===== src/rtl/ahb_pkg.sv =====
// ahb_pkg: AHB-Lite encodings and the master's command/response types shared across the slice.
package ahb_pkg;
  localparam logic [1:0] HTRANS_IDLE   = 2'b00;
  localparam logic [1:0] HTRANS_BUSY   = 2'b01;
  localparam logic [1:0] HTRANS_NONSEQ = 2'b10;
  localparam logic [1:0] HTRANS_SEQ    = 2'b11;
  localparam logic [2:0] HSIZE_B = 3'd0;
  localparam logic [2:0] HSIZE_H = 3'd1;
  localparam logic [2:0] HSIZE_W = 3'd2;
  localparam logic [2:0] HSIZE_D = 3'd3;
  localparam logic [2:0] HBURST_SINGLE = 3'b000;
  localparam int AHB_AW = 64;
  localparam int AHB_DW = 64;
  typedef struct packed {
    logic              write;
    logic [AHB_AW-1:0] addr;
    logic [2:0]        size;
    logic [3:0]        prot;
    logic [AHB_DW-1:0] wdata;
  } ahb_req_t;
  typedef struct packed {
    logic [AHB_DW-1:0] rdata;
    logic              err;
  } ahb_rsp_t;
  typedef enum logic [1:0] {ST_IDLE, ST_RUN, ST_ERR2} mst_state_t;
  localparam ahb_req_t REQ_RST = '{write: 1'b0, addr: '0, size: HSIZE_B, prot: 4'b0011, wdata: '0};
endpackage


===== src/rtl/ahb_lite_mst_if.sv =====
// ahb_lite_mst_if: AHB-Lite bus between one master and one responder.
interface ahb_lite_mst_if #(parameter int AW = 64, parameter int DW = 64);
  logic [AW-1:0] HADDR;
  logic [1:0]    HTRANS;
  logic          HWRITE;
  logic [2:0]    HSIZE;
  logic [2:0]    HBURST;
  logic [3:0]    HPROT;
  logic          HMASTLOCK;
  logic [DW-1:0] HWDATA;
  logic          HREADY;
  logic          HRESP;
  logic [DW-1:0] HRDATA;
  modport master (output HADDR, HTRANS, HWRITE, HSIZE, HBURST, HPROT, HMASTLOCK, HWDATA,
                  input HREADY, HRESP, HRDATA);
  modport slave (input HADDR, HTRANS, HWRITE, HSIZE, HBURST, HPROT, HMASTLOCK, HWDATA,
                 output HREADY, HRESP, HRDATA);
endinterface


===== src/rtl/ahb_mst_phase_reg.sv =====
// ahb_mst_phase_reg: address-phase register; holds while HREADY is low and parks a command
// cancelled by a two-cycle error response until it can be re-driven.
module ahb_mst_phase_reg
  import ahb_pkg::*;
(
  input  logic     HCLK,
  input  logic     HRESETn,
  input  logic     load,
  input  ahb_req_t req,
  input  logic     hready,
  input  logic     cancel,
  input  logic     reissue,
  input  logic     flush,
  output logic     valid,
  output logic     parked,
  output ahb_req_t aph
);
  always_ff @(posedge HCLK or negedge HRESETn)
    if (!HRESETn) begin
      valid  <= 1'b0;
      parked <= 1'b0;
      aph    <= REQ_RST;
    end else if (flush) begin
      valid  <= 1'b0;
      parked <= 1'b0;
    end else if (cancel) begin
      parked <= valid;
      valid  <= 1'b0;
    end else if (reissue) begin
      valid  <= parked;
      parked <= 1'b0;
    end else if (load) begin
      valid <= 1'b1;
      aph   <= req;
    end else if (hready) begin
      valid <= 1'b0;
    end
endmodule


===== src/rtl/ahb_lite_mst.sv =====
// ahb_lite_mst: AHB-Lite master turning a valid/ready command stream into pipelined SINGLE transfers.
// Define AHB_MST_TIMEOUT_EN to abort data phases stalled for TIMEOUT_CYC wait states.
module ahb_lite_mst
  import ahb_pkg::*;
#(
  parameter int AW          = 64,
  parameter int DW          = 64,
  parameter int TIMEOUT_CYC = 1024
) (
  input  logic          HCLK,
  input  logic          HRESETn,
  input  logic          req_valid,
  output logic          req_ready,
  input  logic          req_write,
  input  logic [AW-1:0] req_addr,
  input  logic [2:0]    req_size,
  input  logic [3:0]    req_prot,
  input  logic [DW-1:0] req_wdata,
  output logic          rsp_valid,
  output logic [DW-1:0] rsp_rdata,
  output logic          rsp_err,
  ahb_lite_mst_if.master bus
);
  mst_state_t state, state_nxt;
  ahb_req_t req, aph;
  logic aph_valid, parked, dph_valid, dph_write, flush_rsp;
  logic accept, cancel, reissue, tmo, dph_done, aph_done, err_wait;
  assign accept   = req_valid & req_ready;
  assign aph_done = aph_valid & bus.HREADY;
  assign dph_done = dph_valid & bus.HREADY;
  assign err_wait = dph_valid & bus.HRESP & ~bus.HREADY;
  assign req = '{write: req_write, addr: AHB_AW'(req_addr), size: req_size, prot: req_prot,
                 wdata: AHB_DW'(req_wdata)};
  ahb_mst_phase_reg u_aph (
    .HCLK(HCLK), .HRESETn(HRESETn), .load(accept), .req(req), .hready(bus.HREADY),
    .cancel(cancel), .reissue(reissue), .flush(tmo), .valid(aph_valid), .parked(parked), .aph(aph)
  );
  assign bus.HADDR     = aph.addr[AW-1:0];
  assign bus.HTRANS    = aph_valid ? HTRANS_NONSEQ : HTRANS_IDLE;
  assign bus.HWRITE    = aph.write;
  assign bus.HSIZE     = aph.size;
  assign bus.HPROT     = aph.prot;
  assign bus.HBURST    = HBURST_SINGLE;
  assign bus.HMASTLOCK = 1'b0;
`ifdef AHB_MST_TIMEOUT_EN
  logic [15:0] wait_cnt;
  always_ff @(posedge HCLK or negedge HRESETn)
    if (!HRESETn) wait_cnt <= '0;
    else if (bus.HREADY || tmo) wait_cnt <= '0;
    else if (dph_valid) wait_cnt <= wait_cnt + 16'd1;
  assign tmo = dph_valid & ~bus.HREADY & (wait_cnt == 16'(TIMEOUT_CYC - 1));
`else
  assign tmo = 1'b0;
`endif
  always_ff @(posedge HCLK or negedge HRESETn)
    if (!HRESETn) state <= ST_IDLE;
    else state <= state_nxt;
  always_comb
    state_nxt = tmo ? ST_RUN :
                (state == ST_IDLE) ? ST_RUN :
                (state == ST_RUN && err_wait) ? ST_ERR2 :
                (state == ST_ERR2 && bus.HREADY) ? ST_RUN : state;
  always_comb begin
    cancel    = (state == ST_RUN) & err_wait & ~tmo;
    reissue   = (state == ST_ERR2) & bus.HREADY;
    req_ready = (~aph_valid | bus.HREADY) & (state == ST_RUN) & ~(dph_valid & bus.HRESP) & ~tmo;
  end
  // a flushed address phase owes its own error response, issued the cycle after the timeout one
  always_ff @(posedge HCLK or negedge HRESETn)
    if (!HRESETn) begin
      dph_valid  <= 1'b0;
      dph_write  <= 1'b0;
      flush_rsp  <= 1'b0;
      bus.HWDATA <= '0;
      rsp_valid  <= 1'b0;
      rsp_rdata  <= '0;
      rsp_err    <= 1'b0;
    end else begin
      dph_valid <= ~tmo & (aph_done | (dph_valid & ~bus.HREADY));
      if (aph_done) dph_write <= aph.write;
      if (aph_done && aph.write) bus.HWDATA <= aph.wdata[DW-1:0];
      flush_rsp <= tmo & (aph_valid | parked);
      rsp_valid <= dph_done | tmo | flush_rsp;
      rsp_rdata <= (dph_done && !dph_write) ? bus.HRDATA : '0;
      rsp_err   <= dph_done ? bus.HRESP : (tmo | flush_rsp);
    end
endmodule

===== src/flat_wrapper.sv =====
// flat-port wrapper written by rule: the top's interface ports become plain ports
module ahb_lite_mst_flat import ahb_pkg::*;
#(
  parameter int AW          = 64,
  parameter int DW          = 64,
  parameter int TIMEOUT_CYC = 1024
)
  (HCLK, HRESETn, req_valid, req_ready, req_write, req_addr, req_size, req_prot, req_wdata, rsp_valid, rsp_rdata, rsp_err, bus_HADDR, bus_HTRANS, bus_HWRITE, bus_HSIZE, bus_HBURST, bus_HPROT, bus_HMASTLOCK, bus_HWDATA, bus_HREADY, bus_HRESP, bus_HRDATA);
  ahb_lite_mst_if #(.AW(AW), .DW(DW)) bus_i ();
  input  logic HCLK;
  input  logic HRESETn;
  input  logic req_valid;
  output logic req_ready;
  input  logic req_write;
  input  logic [AW-1:0] req_addr;
  input  logic [2:0] req_size;
  input  logic [3:0] req_prot;
  input  logic [DW-1:0] req_wdata;
  output logic rsp_valid;
  output logic [DW-1:0] rsp_rdata;
  output logic rsp_err;
  output wire logic [$bits(bus_i.HADDR)-1:0] bus_HADDR;
  output wire logic [$bits(bus_i.HTRANS)-1:0] bus_HTRANS;
  output wire logic [$bits(bus_i.HWRITE)-1:0] bus_HWRITE;
  output wire logic [$bits(bus_i.HSIZE)-1:0] bus_HSIZE;
  output wire logic [$bits(bus_i.HBURST)-1:0] bus_HBURST;
  output wire logic [$bits(bus_i.HPROT)-1:0] bus_HPROT;
  output wire logic [$bits(bus_i.HMASTLOCK)-1:0] bus_HMASTLOCK;
  output wire logic [$bits(bus_i.HWDATA)-1:0] bus_HWDATA;
  input wire logic [$bits(bus_i.HREADY)-1:0] bus_HREADY;
  input wire logic [$bits(bus_i.HRESP)-1:0] bus_HRESP;
  input wire logic [$bits(bus_i.HRDATA)-1:0] bus_HRDATA;
  assign bus_HADDR = bus_i.HADDR;
  assign bus_HTRANS = bus_i.HTRANS;
  assign bus_HWRITE = bus_i.HWRITE;
  assign bus_HSIZE = bus_i.HSIZE;
  assign bus_HBURST = bus_i.HBURST;
  assign bus_HPROT = bus_i.HPROT;
  assign bus_HMASTLOCK = bus_i.HMASTLOCK;
  assign bus_HWDATA = bus_i.HWDATA;
  assign bus_i.HREADY = bus_HREADY;
  assign bus_i.HRESP = bus_HRESP;
  assign bus_i.HRDATA = bus_HRDATA;
  ahb_lite_mst #(.AW(AW), .DW(DW), .TIMEOUT_CYC(TIMEOUT_CYC)) u_core (.HCLK(HCLK), .HRESETn(HRESETn), .req_valid(req_valid), .req_ready(req_ready), .req_write(req_write), .req_addr(req_addr), .req_size(req_size), .req_prot(req_prot), .req_wdata(req_wdata), .rsp_valid(rsp_valid), .rsp_rdata(rsp_rdata), .rsp_err(rsp_err), .bus(bus_i));
endmodule

===== config.mk =====
export PLATFORM = sky130hd
export DESIGN_NAME = ahb_lite_mst_flat
export DESIGN_NICKNAME = d
export VERILOG_FILES = /design/src/rtl/ahb_pkg.sv /design/src/rtl/ahb_lite_mst_if.sv /design/src/rtl/ahb_mst_phase_reg.sv /design/src/rtl/ahb_lite_mst.sv /design/src/flat_wrapper.sv
export SDC_FILE = /design/constraint.sdc
export NUM_CORES = 1
export LEC_CHECK = 0
export BUFFER_PORTS_ARGS = -buffer_cell sky130_fd_sc_hd__buf_4
export CAP_MARGIN = 15
export CORE_MARGIN = 2
export CORE_UTILIZATION = 40
export CTS_BUF_LIST = sky130_fd_sc_hd__clkbuf_4 sky130_fd_sc_hd__clkbuf_8 sky130_fd_sc_hd__clkbuf_16
export CTS_CLUSTER_SIZE = 40
export DETAILED_ROUTE_END_ITERATION = 10
export HOLD_SLACK_MARGIN = 0.05
export PLACE_DENSITY_LB_ADDON = 0.1
export SYNTH_ARGS = -nofsm -noshare
export SYNTH_HDL_FRONTEND = slang
export SYNTH_HIERARCHICAL = 1
export SYNTH_SLANG_ARGS = --single-unit

===== constraint.sdc =====
create_clock -name HCLK -period 5.7 [get_ports HCLK]
set_input_delay 0.57 -clock HCLK [delete_from_list [all_inputs] [get_ports HCLK]]
set_output_delay 0.57 -clock HCLK [all_outputs]
set_load 0.01 [all_outputs]

# --- Word level (Yosys, flattened, before mapping) ---
# Cells that the tools add are included.
word_totals:
  register_bits: 272
  output_inout_bits: 209
op_classes:
  n_eq_ne: 2
  muxes: 12
  bitwise: 17
  reduce_logical: 10
ops:
  columns: ["cell", "n"]
  rows:
  - ["two-way mux 64 bit", 1]
  - ["AND 1 bit", 10]
  - ["two-way mux 2 bit", 4]
  - ["two-way mux 1 bit", 7]
  - ["NOT 1 bit", 5]
  - ["logical AND 1 bit", 4]
  - ["nonzero test 4 bit", 1]
  - ["AND reduction 3 bit", 1]
  - ["nonzero test 3 bit", 1]
  - ["== test 2 x 1 -> 1 bit, second input constant", 1]
  - ["== test 2 bit, second input constant", 1]
  - ["logical NOT 2 bit", 1]
  - ["OR 1 bit", 2]
  - ["nonzero test 2 bit", 1]
  - ["logical NOT 1 bit", 1]

# --- Depth between registers and ports, before layout ---
depth:
  ltp_word: 8
  depth_mapped: 8
  depth_no_buf: 4

# --- By module ---
# Netlist, hierarchy kept.
modules_own_cells:
  columns: ["module", "instances", "cells_per_inst", "area_per_inst_um2", "seq_area_each_um2"]
  rows:
  - ["ahb_mst_phase_reg", 1, 297, 5366.4, 3455.8]
  - ["ahb_lite_mst", 1, 304, 5011.1, 3353.2]

# --- Worst setup path before layout ---
# OpenSTA, ideal clock, no wires.
synth_timing:
  path_type: "input port to flip-flop"
  from: "in bus_HREADY"
  to: "reg u_core/u_aph/aph[100] (netlist name)"
  setup_time_ps: 125
  arrival_time_ps: 2123
  required_time_ps: 5575
  setup_slack_ps: 3451
  path_stages: 8
  n_path_buf: 4
  cell_sequence: "buf_6 > and4bb_2 > and2_1 > nor4b_2 > buf_4 > buf_8 > buf_12 > mux2_4"
synth_via:
  elab_chain_len: 5
  word_cells_on_any_way: 11
  classes_between: "bitwise (10); reduce/logical (1)"
synth_rtl:
  columns: ["item", "line_no", "text"]
  rows:
  - ["from (decl)", "flat_wrapper.sv:30", "input wire logic [$bits(bus_i.HREADY)-1:0] bus_HREADY;"]
  - ["NOT 1 bit", "ahb_lite_mst.sv:31", "assign err_wait = dph_valid & bus.HRESP & ~bus.HREADY;"]
  - ["AND 1 bit", "ahb_lite_mst.sv:31", null]
  - ["AND 1 bit", "ahb_lite_mst.sv:64", "cancel = (state == ST_RUN) & err_wait & ~tmo;"]
  - ["net u_core.cancel", "ahb_lite_mst.sv:27", "logic accept, cancel, reissue, tmo, dph_done, aph_done, err_wait;"]
  - ["NOT 1 bit (no source line)", null, null]
  - ["AND reduction 3 bit (no source line)", null, null]
# The timed path passes the listed nets, and every way through them passes these cells.
# A chain may end at the register's enable or synchronous reset.

# --- Worst setup path after layout ---
layout_timing:
  from: "reg u_core.u_aph.valid"
  to: "reg u_core/u_aph/aph[80] (netlist name)"
layout_via:
  elab_chain_len: 6
layout_rtl:
  columns: ["item", "line_no", "text"]
  rows:
  - ["from (decl)", "ahb_mst_phase_reg.sv:14", "output logic valid,"]
  - ["from (signal assigned)", "ahb_mst_phase_reg.sv:30", "valid <= parked;"]
  - ["NOT 1 bit", "ahb_lite_mst.sv:66", "req_ready = (~aph_valid | bus.HREADY) & (state == ST_RUN) & ~(dph_valid & bus.HRESP) & ~tmo;"]
  - ["OR 1 bit", "ahb_lite_mst.sv:66", null]
  - ["AND 1 bit (2 in a row)", "ahb_lite_mst.sv:66", null]
  - ["AND 1 bit", "ahb_lite_mst.sv:28", "assign accept = req_valid & req_ready;"]
  - ["net u_core.accept", "ahb_lite_mst.sv:27", null]
  - ["AND reduction 3 bit (no source line)", null, null]
# The timed path passes the listed nets, and every way through them passes these cells.

==> qor.log <==
[drt] Initial DRT Pass Iterations 4
[floorplan] starting density of the core 41.0%
[job] Max Cap Viol 0
[timing] setup violation total in the final timing report 0
[synthesis] top post-synthesis cells by area sky130_fd_sc_hd__dfrtp_1 65%, sky130_fd_sc_hd__mux2_4 13%, sky130_fd_sc_hd__mux2_2 12%, sky130_fd_sc_hd__and2_1 4.0%, sky130_fd_sc_hd__buf_12 1.5%
[floorplan] core region area 25300 um2
[synthesis] post-synth top area cell sky130_fd_sc_hd__dfrtp_1
[global_route] largest net degree at the start of global routing 111
[drt] number of vias after detailed routing 6277
[drt] Iter 0 DRT Violations 365
[synthesis] synthesized netlist cell count 601
[cts] postcts setup bufs 0
[place] I/O Buffers 408
[floorplan] floorplan row count 58
[drt] antenna-violating nets left 0
[setup_path] Data arrival, critical path 3.18 ns
[global_route] overflow left after global routing 0
[setup_path] required time worst endpoint 6.11 ns
[timing] f_max 361 MHz
[drt] DRC violations left 0
[global_route] global-route wire length before repair 37300 um
[synthesis] mean instance size in the synthesized netlist 17.3 um2
[cts] number of gates given a new drive strength after cts 0
[finish] commonest cells after routing, fill and taps aside 411 x sky130_fd_sc_hd__buf_4, 270 x sky130_fd_sc_hd__dfrtp_1, 111 x sky130_fd_sc_hd__mux2_2, 89 x sky130_fd_sc_hd__mux2_4, 66 x sky130_fd_sc_hd__and2_1
[floorplan] Die Ht 165 um
[synthesis] flop and latch count out of synthesis 272
[cts] Num CTS Buffers 30
[timing] RSZ-0062 raised after global routing false
[synthesis] post-synth cell types 31
[finish] Total Nets Final 1223
[finish] layout overhead on the synthesized area 40.6%
[place] worst setup timing slack at the placement stage 2.78 ns
[cts] clock slew seen by the registers of the worst setup and hold paths 0.06 ns
[synthesis] combined area of all synthesized cells 10400 um2
[floorplan] die area 27200 um2
[drt] vias per cell 4.59
[power] leakage power figure 7.93 nW
[timing] Worst Setup Slack, final 2.93 ns
[drt] wire per inst 18.5 um
[setup_path] category of the most critical setup path reg -> reg
[cts] CTS HTree Levels 1
[setup_path] CP Capture Type flip-flop
[timing] clock skew 0.00712 ns
[timing] worst rel slew slack 46.1%
[outcome] status finished clean
[synthesis] area share of the leading cell type in the synthesized netlist 65.1%
[timing] pin slew with the least headroom to its limit 0.809 ns
[setup_path] critical path startpoint category flip-flop
[global_route] overall routing resource usage 17.8%
[timing] Final Critical Period 2.77 ns
[worst_hold_path] Tightest Hold Check Type in -> async
[finish] share of cells above drive strength 1 64.8%
[cts] clock tree from TritonCTS done
[timing] total negative slack 0 ns
[floorplan] width of the die 165 um
[power] PD cells 284 nW/um2
[cts] CTS root buf sky130_fd_sc_hd__clkbuf_16
[global_route] vias in the first global route 6434
[cts] number of buffers inserted by hold repair at cts 0
[cts] Bufs on Longest Clock Path 3
[drt] wire length after detailed routing 25200 um
[timing] Hold Fails Final Rpt 0
[place] HPWL reported at the end of detailed placement 17800 um
[finish] Ant. Diodes 0
[finish] most common cell after layout, fill and taps aside sky130_fd_sc_hd__buf_4
[setup_path] largest driver fanout on the critical path 50
[cts] worst-skew pair later-pin latency 0.53 ns
[timing] Final Max Slew Viols 0
[cts] TritonCTS sink count 272
[timing] share of the clock period used by the worst path after layout 48.6%
[power] maximum VDD drop 0.228 mV
[synthesis] fraction of the yosys area taken by sequential cells 65.6%
[global_route] initial antenna violation count 0
[synthesis] yosys warns 6
[floorplan] I/O pin total 414
[place] RD Place Congestion 0.773
-- worst paths after layout --
path,to,startpoint,cells past startpoint,slack [ns]
worst max-delay path,u_core/u_aph/aph[80]$_DFFE_PN0P_,u_core/u_aph/valid$_DFFE_PN0P_,5,2.93
worst min-delay path,u_core/u_aph/aph[94]$_DFFE_PN0P_,HRESETn,1,0.1
worst max register to register,u_core/u_aph/aph[80]$_DFFE_PN0P_,u_core/u_aph/valid$_DFFE_PN0P_,5,2.93
worst min register to register,u_core/dph_write$_DFFE_PN0P_,u_core/dph_write$_DFFE_PN0P_,1,0.49
max in group asynchronous,u_core/rsp_rdata[17]$_DFF_PN0_,HRESETn,2,4.34
min in group HCLK,u_core/rsp_rdata[60]$_DFF_PN0_,bus_HRDATA[60],2,0.24
-- layout make-up --
cell class,count,area (um2)
multi-input combinational,297,3220
clock inverter,5,75.1
timing repair buffer,414,3140
tap,330,413
sequential,272,6810
clock buffer,46,926
fill,2087,10700
inverter,3,11.3
-- power by group --
part	internal (mW)	switching [mW]
sequential	1.97	0.0198
combinational	0.149	0.0862
clock	1.20	0.729
total	3.31	0.835
-- synthesized netlist by cell type --
cell	count
sky130_fd_sc_hd__a2111oi_0	1
sky130_fd_sc_hd__a211oi_1	1
sky130_fd_sc_hd__a21bo_2	1
sky130_fd_sc_hd__a21oi_1	2
sky130_fd_sc_hd__and2_1	66
sky130_fd_sc_hd__and3_1	1
sky130_fd_sc_hd__and3b_1	2
sky130_fd_sc_hd__and4bb_2	1
sky130_fd_sc_hd__buf_12	8
sky130_fd_sc_hd__buf_2	2
sky130_fd_sc_hd__buf_4	16
sky130_fd_sc_hd__buf_6	2
sky130_fd_sc_hd__buf_8	2
sky130_fd_sc_hd__clkbuf_2	6
sky130_fd_sc_hd__conb_1	1
sky130_fd_sc_hd__dfrtp_1	270
sky130_fd_sc_hd__dfstp_2	2
sky130_fd_sc_hd__inv_1	3
sky130_fd_sc_hd__mux2_2	111
sky130_fd_sc_hd__mux2_4	89
sky130_fd_sc_hd__nand2_1	2
sky130_fd_sc_hd__nand2b_1	2
sky130_fd_sc_hd__nand3_4	1
sky130_fd_sc_hd__nor2_1	1
sky130_fd_sc_hd__nor2b_1	2
sky130_fd_sc_hd__nor3b_1	1
sky130_fd_sc_hd__nor4b_2	1
sky130_fd_sc_hd__o21ai_0	1
sky130_fd_sc_hd__o2bb2ai_1	1
sky130_fd_sc_hd__o311a_1	1
sky130_fd_sc_hd__or3b_2	1
-- registers in the layout (all words and copies together), names as in the netlist, named ones only --
| signal | count |
|---|---|
| u_core/state | 2 |
| u_core/bus.HWDATA | 64 |
| u_core/u_aph/valid | 1 |
| u_core/u_aph/aph | 136 |
| u_core/rsp_rdata | 64 |
| u_core/u_aph/parked | 1 |
| u_core/dph_write | 1 |
| u_core/rsp_err | 1 |
| u_core/rsp_valid | 1 |
-- metrics by stage --
stage          instance area (um2)  hold slack [ns]  utilization, %  cells  total power, mW
2_1_floorplan                10400            0.274               -    608             2.08
3_3_place_gp                 13600            0.479            53.7   1316             2.26
5_1_grt                      14600            0.154            57.6   1367             4.32
4_1_cts                      14600            0.124            57.6   1367             4.21
3_5_place_dp                 13600            0.481            53.7   1316             2.26
6_report                     14600           0.0981            57.6   1367             4.15
-- worst max-delay path, cell delays in order (launching register included) --
cell and delay [ns]:
sky130_fd_sc_hd__dfrtp_1 0.47, sky130_fd_sc_hd__nor2b_1 0.18, sky130_fd_sc_hd__a2111oi_0 0.54, sky130_fd_sc_hd__nor4b_4 0.39
sky130_fd_sc_hd__buf_4 0.60, sky130_fd_sc_hd__mux2_2 0.41
-- routing by layer --
metal | routed length, um | track usage [%] | share of wire, % | vias to the layer above
li1 | - | - | - | 2864
met1 | 9670 | 21.7 | 38 | 3085
met2 | 12100 | 29.1 | 48 | 283
met3 | 2850 | 7.19 | 11 | 45
met4 | 605 | 5.14 | 2.4 | 0
met5 | 0 | 0 | 0 | -
-- cell families (layout without fill, tap and decap cells) --
family / Yosys count / in the layout / synth area share (%)
other: 1 / 8 / 0.0361
AOI/OAI and AO/OA: 8 / 8 / 0.579
DFF: 272 / 272 / 65.6
buffers and inverters: 39 / 468 / 3.70
and+or+nand+nor: 81 / 81 / 5.15
muxes: 200 / 200 / 24.9
Power figures use the tool's default switching activity.
